File: src/rtl/reg_dump_reader_pkg.sv
// reg_dump_reader_pkg: shared constants and FSM state encoding for the register dump reader.
package reg_dump_reader_pkg;

    localparam int WORD_LEN   = 32;
    localparam int WORD_COUNT = 16;
    localparam int IDX_W      = 4;

    typedef enum logic [1:0] {
        IDLE,
        READ,
        SEND,
        DONE
    } dumpState_e;

endpackage

File: src/rtl/reg_dump_reader.sv
// reg_dump_reader: walks a wrapping register index range through read port 1 and streams each value out.
module reg_dump_reader #(
    parameter int WORD_LEN   = reg_dump_reader_pkg::WORD_LEN,
    parameter int WORD_COUNT = reg_dump_reader_pkg::WORD_COUNT
) (
    input  logic                                clk,
    input  logic                                rst,
    input  logic                                start,
    input  logic                                abort,
    input  logic [reg_dump_reader_pkg::IDX_W-1:0] firstReg,
    input  logic [reg_dump_reader_pkg::IDX_W-1:0] lastReg,
    output logic                                regRead,
    output logic [reg_dump_reader_pkg::IDX_W-1:0] readRegister,
    input  logic [WORD_LEN-1:0]                 readData,
    output logic                                outValid,
    input  logic                                outReady,
    output logic [WORD_LEN-1:0]                 outData,
    output logic [reg_dump_reader_pkg::IDX_W-1:0] outIndex,
    output logic                                busy,
    output logic                                done
);
    import reg_dump_reader_pkg::*;

    dumpState_e       state, nextState;
    logic [IDX_W-1:0] idx, last, idxNext;
    logic             xfer;

    assign xfer    = (state == SEND) && outReady;
    assign idxNext = (idx == IDX_W'(WORD_COUNT - 1)) ? '0 : idx + 1'b1;

    always_ff @(posedge clk or negedge rst) begin
        if (!rst) begin
            state    <= IDLE;
            idx      <= '0;
            last     <= '0;
            outData  <= '0;
            outIndex <= '0;
        end else begin
            state <= nextState;
            if (state == IDLE && start) begin
                idx  <= firstReg;
                last <= lastReg;
            end
            if (state == READ && !abort) begin
                outData  <= readData;
                outIndex <= idx;
            end
            // an aborted or final transfer leaves idx where it is
            if (xfer && !abort && idx != last)
                idx <= idxNext;
        end
    end

    always_comb begin
        nextState = state;
        case (state)
            IDLE: nextState = start ? READ : IDLE;
            READ: nextState = abort ? DONE : SEND;
            SEND: nextState = abort ? DONE : !outReady ? SEND : (idx == last) ? DONE : READ;
            DONE: nextState = IDLE;
            default: nextState = IDLE;
        endcase
    end

    always_comb begin
        regRead      = state == READ;
        outValid     = state == SEND;
        busy         = state != IDLE;
        done         = state == DONE;
        readRegister = idx;
    end

endmodule

File: config.mk
export PLATFORM = sky130hd
export DESIGN_NAME = reg_dump_reader
export DESIGN_NICKNAME = d
export VERILOG_FILES = /design/src/rtl/reg_dump_reader_pkg.sv /design/src/rtl/reg_dump_reader.sv
export SDC_FILE = /design/constraint.sdc
export NUM_CORES = 1
export LEC_CHECK = 0
export CAP_MARGIN = 20
export CORE_UTILIZATION = 29
export CTS_CLUSTER_DIAMETER = 50
export DETAILED_ROUTE_END_ITERATION = 10
export GPL_TIMING_DRIVEN = 0
export PLACE_DENSITY_LB_ADDON = 0.3
export SLEW_MARGIN = 20
export SYNTH_ARGS = -nofsm -noshare
export SYNTH_HDL_FRONTEND = slang
export SYNTH_SLANG_ARGS = --single-unit
export TNS_END_PERCENT = 20
File: constraint.sdc
create_clock -name clk -period 1.4 [get_ports clk]
set_input_delay 0.14 -clock clk [delete_from_list [all_inputs] [get_ports clk]]
set_output_delay 0.14 -clock clk [all_outputs]
set_load 0.1 [all_outputs]
[After elaboration in Yosys (flattened, before gate mapping)]
Cells that the tools add are included.
Operators by class
  shift-type cells: 0
  $add $sub $neg: 1
  $mul: 0
  div/mod/pow operators: 0
  reduce and logical (&&, ||, !) cells: 9
  bitwise logic cells: 0
  equal/unequal tests: 6
  magnitude comparators: 0
  muxes and demuxes: 9
Operators with widths (count)
  $mux W4: 3
  $pmux W2 S4: 1
  $mux W2: 3
  $logic_and A1 B1 Y1: 5
  $add A4 B1 Y4 const B: 1
  $eq A2 B2 Y1 const B: 2
  $eq A4 B4 Y1: 1
  $eq A4 B4 Y1 const B: 1
  $ne A4 B4 Y1: 1
  $reduce_bool A2 Y1: 2
  $eq A2 B1 Y1 const B: 1
  $logic_not A2 Y1: 1
  $mux W1: 2
  $logic_not A1 Y1: 1
Storage, ports and cells
  bits in registers: 46
  RAM bits: 0
  bits in latches: 0
  memories: 0
  logic and storage cells: 30
  output and inout bits: 44
  ROM bits: 0
  input port bits: 45

[Longest topological paths before layout]
Gate-level depths: netlist of the first run.
  depth after elaboration: 5
  mapped depth: 5
  mapped depth without buffers: 5

[Worst setup path after synthesis of the first run]
OpenSTA, ideal clock, no wires.
  path type: register to register
  from: register idx[0], in the netlist readRegister[0]
  to: register idx[3], in the netlist readRegister[3]
  stages on the path, launching flop included: 5
  data required time: 1.274 ns
  period minus slack after synthesis: 2.219 ns
  path slack: -0.819 ns
  buffers on the path: 0
  data arrival time: 2.093 ns
  setup time: 0.126 ns
  path through: dfrtp_1 > xor2_1 > o41ai_4 > a21oi_1 > a221o_1
Between the ends
  longest elaborated chain between the ends: 3
  elaborated cells on any way between the ends: 7
  those cells by class: 1 x add/sub; 2 x eq/ne; 2 x mux; 2 x reduce/logical
RTL lines
  start: declaration: RTL line reg_dump_reader.sv:25  | logic [IDX_W-1:0] idx, last, idxNext;
  start signal: assignment: RTL line reg_dump_reader.sv:41  | idx <= firstReg;
  start signal: assignment: RTL line reg_dump_reader.sv:50  | idx <= idxNext;
  $add A4 B1 Y4 (tied with other cells): RTL line reg_dump_reader.sv:29  | assign idxNext = (idx == IDX_W'(WORD_COUNT - 1)) ? '0 : idx + 1'b1;
  $mux W4 or $logic_and A1 B1 Y1 (tied branches): RTL line reg_dump_reader.sv:29, reg_dump_reader.sv:49
  $mux W4 or $reduce_bool A2 Y1 (tied branches)
Several ways; a longest one is shown, not always the timed one.
A chain may end at the register's enable or synchronous reset.

[Worst setup path after layout of the first run]
  from: register idx[1], in the netlist readRegister[1]
  to: register idx[3], in the netlist readRegister[3]
The elaborated chain is that of the path after synthesis.

==> results.toml, run 1 <==
[logic_synthesis]
synth_area_leaders = "dfrtp_1 60%, mux2_2 24%, xor2_1 1.8%"
synth_area_leader_cell = "dfrtp_1"
synth_compound_area_share_pct = 4.912
ys_ff_latch = 46
synth_cell_type_count = 27
yosysMostFrequentCell = "dfrtp_1"
async_flop_share_pct = 100.0
yosys_warnings = 0
synth.net_count = 178
synth_common_cells = "46 x dfrtp_1, 40 x mux2_2, 5 x a21oi_1, 5 x nor2_1"
avgSynthCellArea_sq_um = 14.47
synth.mux.area_fraction_pct = 24.62
synth_top_area_share_pct = 60.25
synth_ff_type = "dfrtp_1"
synth_edf_count = 0
synthSimpleGateAreaFrac_pct = 5.501
synth_cells = 132
ys_seq_area_share_pct = 60.25
synth_top_family_by_area = "multiplexers"
syn_area_sq_um = 1911
synth-xor-area-share_pct = 1.834
synth_adder_area_share_pct = 0.6549

[worst_setup_path]
crit_start = "readRegister[1]"
crit_chain = "xor2_1 -> o41ai_4 -> a21oi_1 -> a221o_1"
reg2reg_from = "readRegister[1]"
worst-endpoint-required_ns = 1.58
worstSetupPathType = "register to register"
slowest_stage = "dfrtp_4"
crit_path_end_kind = "register"
critical_path_arrival_ns = 1.80
critPathMaxFanout = 7
slowest_delay_ns = 0.53
start_kind = "register"

[outcome]
violations = "setup timing"
status = "finished with violations"

[timing]
setup_violations = 44
finalCritPeriodShare_pct = 115.9
max_freq_mhz = 616.4
period_needed_ns = 1.622
skew_ns = 0.005814
maxSlewViolCount = 0
rsz0062_at_grt = "yes"
hold_violations = 0
maxSlewHeadroom_pct = 62.67
finalSetupTns_ns = -3.518
setup_ws_ns = -0.2224
worstMarginPinSlew_ns = 0.5625

[placement]
place_congestion = 0.6617
dp_hpwl_um = 3163
port_buffers = 88

[grt]
busiest_layer = "met2"
met2_usage_pct = 22.35
use_met1_pct = 17.41
grt-ovfl-total = 0
use_met3_pct = 5.765
grt_util_all_layers_pct = 13.99
grt_pass1_vias = 1506
grt_max_degree = 31
grt_pass1_wl_um = 7686
antenna_found_initial = 0

[finish]
drive_gt1_share_pct = 50.00
area_delta_synth_final_pct = 67.52
fillers = 576
fin_nets = 286
fin_util_pct = 50.40
antenna_cells = 0

[clocking]
cts_tree = "yes"
cts_buffer_depth = 2
cts.sinks = 46
root_buffer = "clkbuf_8"
numCtsBuffers = 5
clk_latency_ns = 0.29
clk_pin_slew_worst_paths_ns = 0.08
cts.htree.levels = 2

[flow_run]
max_cap_viol_count = 0

[routing]
viasPerCell = 4.558
num_vias = 1445
postRouteWirelength_um = 4505
ant_nets = 0
drc = 0
dr.pass1.iters = 4
wire_per_inst_um = 14.21
drtIter0Drc = 30

[floorplan]
die_w_um = 83.17
die_area_sq_um = 6916
initial_utilization_pct = 30.09
io_pins = 89
die-height_um = 83.17
core_area_sq_um = 6350
rows = 29

[worst_hold_path]
hold_class = "primary input to async pin"
-- layout by cell type (no fill, tap or decap), types with 4 or more instances in the layout --
master            n
inv_1             4
buf_4            13
buf_2             5
nor2_1            5
mux2_4            6
dfrtp_1          41
dfrtp_4           4
a21oi_1           5
clkdlybuf4s15_2  25
clkbuf_8          5
mux2_2           34
clkdlybuf4s18_2   9
clkdlybuf4s50_1  43
-- kinds of logic (layout without fill, tap and decap cells) --
| kind of cell | count (synthesis) | in the layout |
|---|---|---|
| buffers and inverters | 8 | 116 |
| xor gates and xnor gates | 4 | 4 |
| AOI/OAI and AO/OA | 12 | 12 |
| muxes | 42 | 42 |
| DFF | 46 | 46 |
| and+or+nand+nor | 19 | 19 |
| adders and majority gates | 1 | 1 |
-- sequential cells by signal, summed over array words and instances, names as in the netlist --
name	count
last	4
readRegister	4
state	2
outIndex	4
outData	32
-- metal layers --
metal	up-vias	wire length, um	part of all wire, %
li1	675	-	-
met1	712	1865	41
met2	56	2242	50
met3	2	373	8.3
met4	0	24	0.53
met5	-	0	0
-- cell type report --
class / instances / area [sq um] / area share, %
Sequential cell: 46 / 1167 / 36.47
Tap cell: 77 / 96.34 / 3.010
Clock inverter: 1 / 7.507 / 0.2346
Buffer: 4 / 48.80 / 1.525
Timing Repair Buffer: 101 / 1010 / 31.55
Multi-Input combinational cell: 78 / 783.3 / 24.47
Clock buffer: 6 / 72.57 / 2.267
Inverter: 4 / 15.01 / 0.4691
-- path summary, 6_finish.rpt --
path,end,slack [ns],cells past startpoint
setup / recovery,readRegister[3],-0.22,4
hold / removal,outData[30],0.33,2
setup reg to reg,readRegister[3],-0.22,4
hold reg to reg,outData[16],0.51,1
max in group asynchronous,outData[6],0.57,3
min in group clk,readRegister[2],0.43,3
-- repair_timing --
item                                   4_1_cts  5_1_grt
pin swaps                                    2        2
hold buffers                                 1        0
gates resized for setup                    166       20
setup endpoints to repair                   84       58
buffers inserted                             3        8
endpoints found under the hold margin       16        0
-- critical path, delay by kind of cell (launching register included) --
family                    cells  cell delay (ns)
AOI/OAI and AO/OA             3             0.79
DFF                           1             0.53
xor gates and xnor gates      1             0.19
-- through the flow --
| stage | cells | setup slack (ns) | hold slack, ns | area, sq um |
|---|---|---|---|---|
| floorplan | 132 | -0.3723 | -0.1556 | 1964 |
| global placement | 297 | -1.544 | 0.4889 | 2942 |
| detailed placement | 298 | -0.5615 | 0.1101 | 2957 |
| CTS | 309 | -0.2373 | 0.3221 | 3136 |
| global route | 317 | -0.3232 | 0.3722 | 3201 |
| finish | 317 | -0.2224 | 0.3264 | 3201 |
Power of run 1 is left out: the tool's default activity adds up to more than one toggle a clock period on the data nets, which glitch-free logic cannot reach.
==> inputs of run 2 (changes only) <==
- CORE_UTILIZATION: 29 -> 37
==> run 2 against run 1 <==
Against the previous run: sequential cell count stayed put; non-clock buffer count increased by 6; die area is 21% lower; hold slack improved by 0.061 ns; utilization rose by 21 points; setup slack better by 0.0040 ns; critical path type unchanged; global-route usage is 2.9 points higher; clock skew shrank 0.0022 ns; critical endpoint unchanged; register-to-register slack about the same; wire length grew 7.8%; the run still ends with setup timing left; sequential share of layout area decreased by 2.9 points; first-iteration DRC count is 60% higher.
==> results.toml, run 2 (synthesis gave the netlist of run 1 again) <==
[routing]
num_vias = 1502
drtIter0Drc = 48
viasPerCell = 4.768
ant_nets = 0
wire_per_inst_um = 15.42
dr.pass1.iters = 4
postRouteWirelength_um = 4858
drc = 0

[worst_hold_path]
hold_class = "primary input to async pin"

[finish]
stdcell_area_sq_um = 3483
area_delta_synth_final_pct = 82.32
fillers = 342
regArea_sq_um = 1169
largest-register = "outData"
antenna_cells = 0
drive_gt1_share_pct = 54.44
multi_input_area_sq_um = 929.6
layout_common_cells = "43 x clkdlybuf4s50_1, 40 x dfrtp_1, 30 x mux2_4, 25 x clkdlybuf4s15_2, 14 x buf_4"
fin_nets = 293
layout_commonest_cell = "clkdlybuf4s50_1"
largest_reg_flops = 32

[timing]
setup_violations = 43
skew_ns = 0.003656
hold_violations = 0
period_needed_ns = 1.618
maxSlewViolCount = 0
finalCritPeriodShare_pct = 115.6
maxSlewHeadroom_pct = 59.61
worstMarginPinSlew_ns = 0.6058
setup_ws_ns = -0.2184
max_freq_mhz = 617.9
rsz0062_at_grt = "yes"

[worst_setup_path]
critical_path_arrival_ns = 1.80
start_kind = "register"
crit_path_end_kind = "register"
worst-endpoint-required_ns = 1.58
critPathMaxFanout = 5
worstSetupPathType = "register to register"

[outcome]
status = "finished with violations"
violations = "setup timing"

[grt]
grt_pass1_wl_um = 6775
grt_util_all_layers_pct = 16.91
grt_pass1_vias = 1432
antenna_found_initial = 0
grt-ovfl-total = 0
grt_max_degree = 26

[floorplan]
die_w_um = 73.86
die-height_um = 73.86
io_pins = 89
initial_utilization_pct = 39.41
die_area_sq_um = 5455
core_area_sq_um = 4848
rows = 25

[clocking]
clk_latency_ns = 0.29
cts_tree = "yes"
cts_buffer_depth = 2
clk_pin_slew_worst_paths_ns = 0.08
root_buffer = "clkbuf_8"
cts.sinks = 46
cts.htree.levels = 2
numCtsBuffers = 5

[placement]
dp_hpwl_um = 3089
place_congestion = 0.7203
place_area_sq_um = 2952
port_buffers = 88

[flow_run]
max_cap_viol_count = 0
-- run 2: timing repair --
item | CTS | global route
hold endpoints to repair | 24 | 0
gates resized for setup | 164 | 64
endpoints found under the setup margin | 82 | 52
cloned | 0 | 3
setup buffers | 2 | 13
pin swaps | 2 | 5
hold buffers | 1 | 0
-- run 2: layer usage --
metal,up-vias,track usage [%],share of wire (%)
li1,692,-,-
met1,740,20.69,44
met2,65,26.91,49
met3,5,6.996,6.4
met4,0,5.769,0.70
met5,-,0,0
-- run 2: cell type report --
class                   instances  share of cell area (%)
multi-input cells              79                   26.69
repair buffers                107                   32.11
clock buffers                   7                   2.191
inverters                       4                  0.4310
plain buffers                   4                   1.760
well taps                      67                   2.407
flip-flops and latches         46                   33.55
clock inverters                 1                  0.8621
-- run 2: worst max-delay path, stage by stage (launching register included) --
cell and delay (ns):
dfrtp_4 0.52, xor2_4 0.17, o41ai_4 0.47, a21oi_1 0.08, a221o_1 0.27
-- run 2: path summary, 6_finish.rpt --
| check | end | start | slack (ns) | cells past startpoint |
|---|---|---|---|---|
| worst max-delay path | readRegister[3] | readRegister[2] | -0.22 | 4 |
| worst min-delay path | last[0] | rst | 0.39 | 2 |
| worst max register to register | readRegister[3] | readRegister[2] | -0.22 | 4 |
| worst min register to register | outData[23] | outData[23] | 0.51 | 1 |
| max in group asynchronous | readRegister[1] | rst | 0.48 | 3 |
| min in group clk | readRegister[2] | firstReg[2] | 0.45 | 3 |
-- run 2: through the flow --
| step | setup TNS, ns | setup WS (ns) | hold slack (ns) | instances | util (%) |
|---|---|---|---|---|---|
| after global routing | -3.347 | -0.2888 | 0.4384 | 315 | 71.85 |
| after global placement | -73.00 | -1.443 | 0.4882 | 287 | 60.41 |
| after CTS | -5.310 | -0.2522 | 0.3977 | 299 | 64.75 |
| after floorplan | -1.770 | -0.3723 | -0.1556 | 132 | - |
| final | -1.622 | -0.2184 | 0.3875 | 315 | 71.85 |
| after detailed placement | -20.61 | -0.5821 | 0.1857 | 288 | 60.88 |
Power of run 2 is left out for the same reason.
==> inputs of run 3 (changes only) <==
- ABC_CLOCK_PERIOD_IN_PS: not set -> 1400
==> results of run 3 <==
Same layout as run 2: the final DEF is identical, and so are final timing and power.
Power of run 3 is left out for the same reason.
==> variant (config.mk and constraints of run 1) <==
Set the package constant `WORD_COUNT` to 8 (it was 16).
--- a/src/rtl/reg_dump_reader_pkg.sv
+++ b/src/rtl/reg_dump_reader_pkg.sv
@@ -2,7 +2,7 @@
 package reg_dump_reader_pkg;
 
     localparam int WORD_LEN   = 32;
-    localparam int WORD_COUNT = 16;
+    localparam int WORD_COUNT = 8;
     localparam int IDX_W      = 4;
 
     typedef enum logic [1:0] {
Behaviour: not the same (a bounded check fails within 4 cycles, from zero or initial values and one cycle with rst low).
==> variant against run 1 <==
The flow still finishes with violations (setup timing). Clock skew is 3.8 ps higher. Design area is 2.5% higher. Non-clock buffer count stayed put. Die area is 0.52% higher. Worst hold slack better by 15 ps. Sequential cell count stayed put. Setup slack worse by 34 ps. Final cell count is 0.32% lower. Via count is 0.90% higher. Global-route usage is 0.40 points lower. Wire length is 3.3% higher. Synthesized area is 0.52% higher.
Power is not shown: default switching activity piles up to over one toggle a cycle in this logic, so the estimate is an artifact.
==> variant: results (changes against run 1) <==
{| class="wikitable"
! Metric !! Value
|-
| Run status || finished with violations
|-
| Htree depth || 2 (unchanged)
|-
| Wire length of the first global-routing pass || 7500 um (-2.4%)
|-
| Number of DRC markers after the initial detailed-route iteration || 40 (+33%)
|-
| Pin count of the biggest net entering global routing || 27 (-13%)
|-
| Max FFs per register || 32 (unchanged)
|-
| Arrival @ worst endpoint || 1830 ps (+30 ps)
|-
| First-pass detailed-route iteration total || 3 (-1)
|-
| Maximum count of clock buffers along a single path || 2 (unchanged)
|-
| CP peak stage delay || 500 ps (-30 ps)
|-
| Routability congestion estimate || 0.698 (+5.5%)
|-
| Placed Cells || 295 (-1.0%)
|-
| Setup Viol. Count Final || 44 (unchanged)
|-
| Post-synthesis async set-or-reset flop share || 1.00 (unchanged)
|-
| Worst hold-check path type || primary input to asynchronous set/reset pin
|-
| Clock Latency Late Sink || 300 ps
|-
| Slack of the critical path || -256 ps (-34.0 ps)
|-
| Overall Global Routing Usage || 0.136 (-0.00402)
|-
| Worst slew slack as a fraction of its limit || 0.632 (+0.00510)
|-
| Worst-path maximum fanout || 3 (-4)
|-
| Final antenna diode count || 0 (unchanged)
|-
| Layout filler cell count || 569 (-1.2%)
|-
| Vias in the first global route || 1604 (+6.5%)
|-
| Vias per std cell || 4.61 (+1.2%)
|-
| Clock tree root buffer cell || clkbuf_8
|-
| Sequential fraction of the synthesis area || 0.599 (-0.00314)
|-
| Routed wire length || 4660 um (+3.3%)
|-
| Top cells by instance count after synthesis || 46 x dfrtp_1, 36 x mux2_2, 4 x inv_1, 4 x mux2_1
|-
| Average footprint of a synthesized cell || 14.9 um^2 (+2.9%)
|-
| Yosys warnings || 0 (unchanged)
|-
| Largest register by flop count || outData
|-
| Clock-pin slew on the worst setup and hold paths || 90 ps
|-
| Failing checks || setup timing
|-
| Ratio of cells with drive above 1 in the final layout || 0.506 (+0.00628)
|-
| Final routed wire length divided by cell count || 14.7 um (+3.7%)
|-
| Worst-path cell with the longest stage delay || dfrtp_4
|-
| Share of the clock period used by the worst path || 1.18 (+0.0243)
|-
| Port Buffers || 88 (unchanged)
|-
| Syn nets || 175 (-1.7%)
|-
| Setup Skew || 9.64 ps (+3.83 ps)
|-
| Number of nets in the finished design || 284 (-0.70%)
|-
| Dominant cells by area after synthesis || dfrtp_1 60%, mux2_2 21%, mux2_1 2.3%, mux2i_1 1.6%, o41ai_4 1.4%
|-
| Synth cell types || 31 (+15%)
|-
| Final HPWL DP || 3060 um (-3.4%)
|-
| Number of antenna violations at the first check in global routing || 0 (unchanged)
|-
| TritonCTS buffer count || 5 (unchanged)
|-
| Cell family contributing the most delay on the critical path || compound AO/OA/AOI/OAI gates
|}
## variant: area by class of cell
type                       count  area [um^2]  share of cell area
clock buffer                   6         72.6              0.0221
timing repair buffer         102          978               0.298
clock inverter                 2         13.8             0.00419
buffer                         3         55.1              0.0168
tap                           77         96.3              0.0294
sequential                    46         1160               0.355
inverter                       4         15.0             0.00457
multi-input combinational     76          886               0.270
## variant: worst paths after layout
path	from	end	depth (start not counted)
max	readRegister[1]	readRegister[3]	5
min	rst	outData[8]	2
max reg2reg	readRegister[1]	readRegister[3]	5
min reg2reg	outData[27]	outData[27]	1
max in group asynchronous	rst	readRegister[2]	3
min in group clk	readData[27]	outData[27]	2
## variant: kinds of logic after synthesis
kind of cell               Yosys count  synth area share
DFF                                 46             0.599
xor gates and xnor gates             4            0.0222
adders and majority gates            1           0.00651
AOI/OAI and AO/OA                   10            0.0463
muxes                               43             0.250
buffers and inverters                7            0.0156
and+or+nand+nor                     18            0.0599
## variant: layer usage
layer,GRT usage,up-vias,share of wire
li1,-,667,-
met3,0.0606,6,0.090
met1,0.167,725,0.44
met5,0,-,0
met4,0.0486,0,0.010
met2,0.211,60,0.46
## variant: stage by stage
step	setup TNS (ps)	area, um^2	setup WS (ps)	util	hold slack [ps]
after floorplan	-6620	1950	-484	-	-156
after global placement	-85320	2930	-1570	0.459	470
after detailed placement	-28150	2950	-551	0.461	148
after CTS	-5930	3140	-264	0.492	347
after global routing	-4980	3280	-315	0.514	369
final	-2500	3280	-256	0.514	342
## variant: repair_timing
item,CTS,global route
setup endpoints to repair,88,63
hold buffers,1,0
gates resized for setup,166,61
setup buffers,4,7
pin swaps,1,2
endpoints found under the hold margin,20,0
gates cloned,0,1
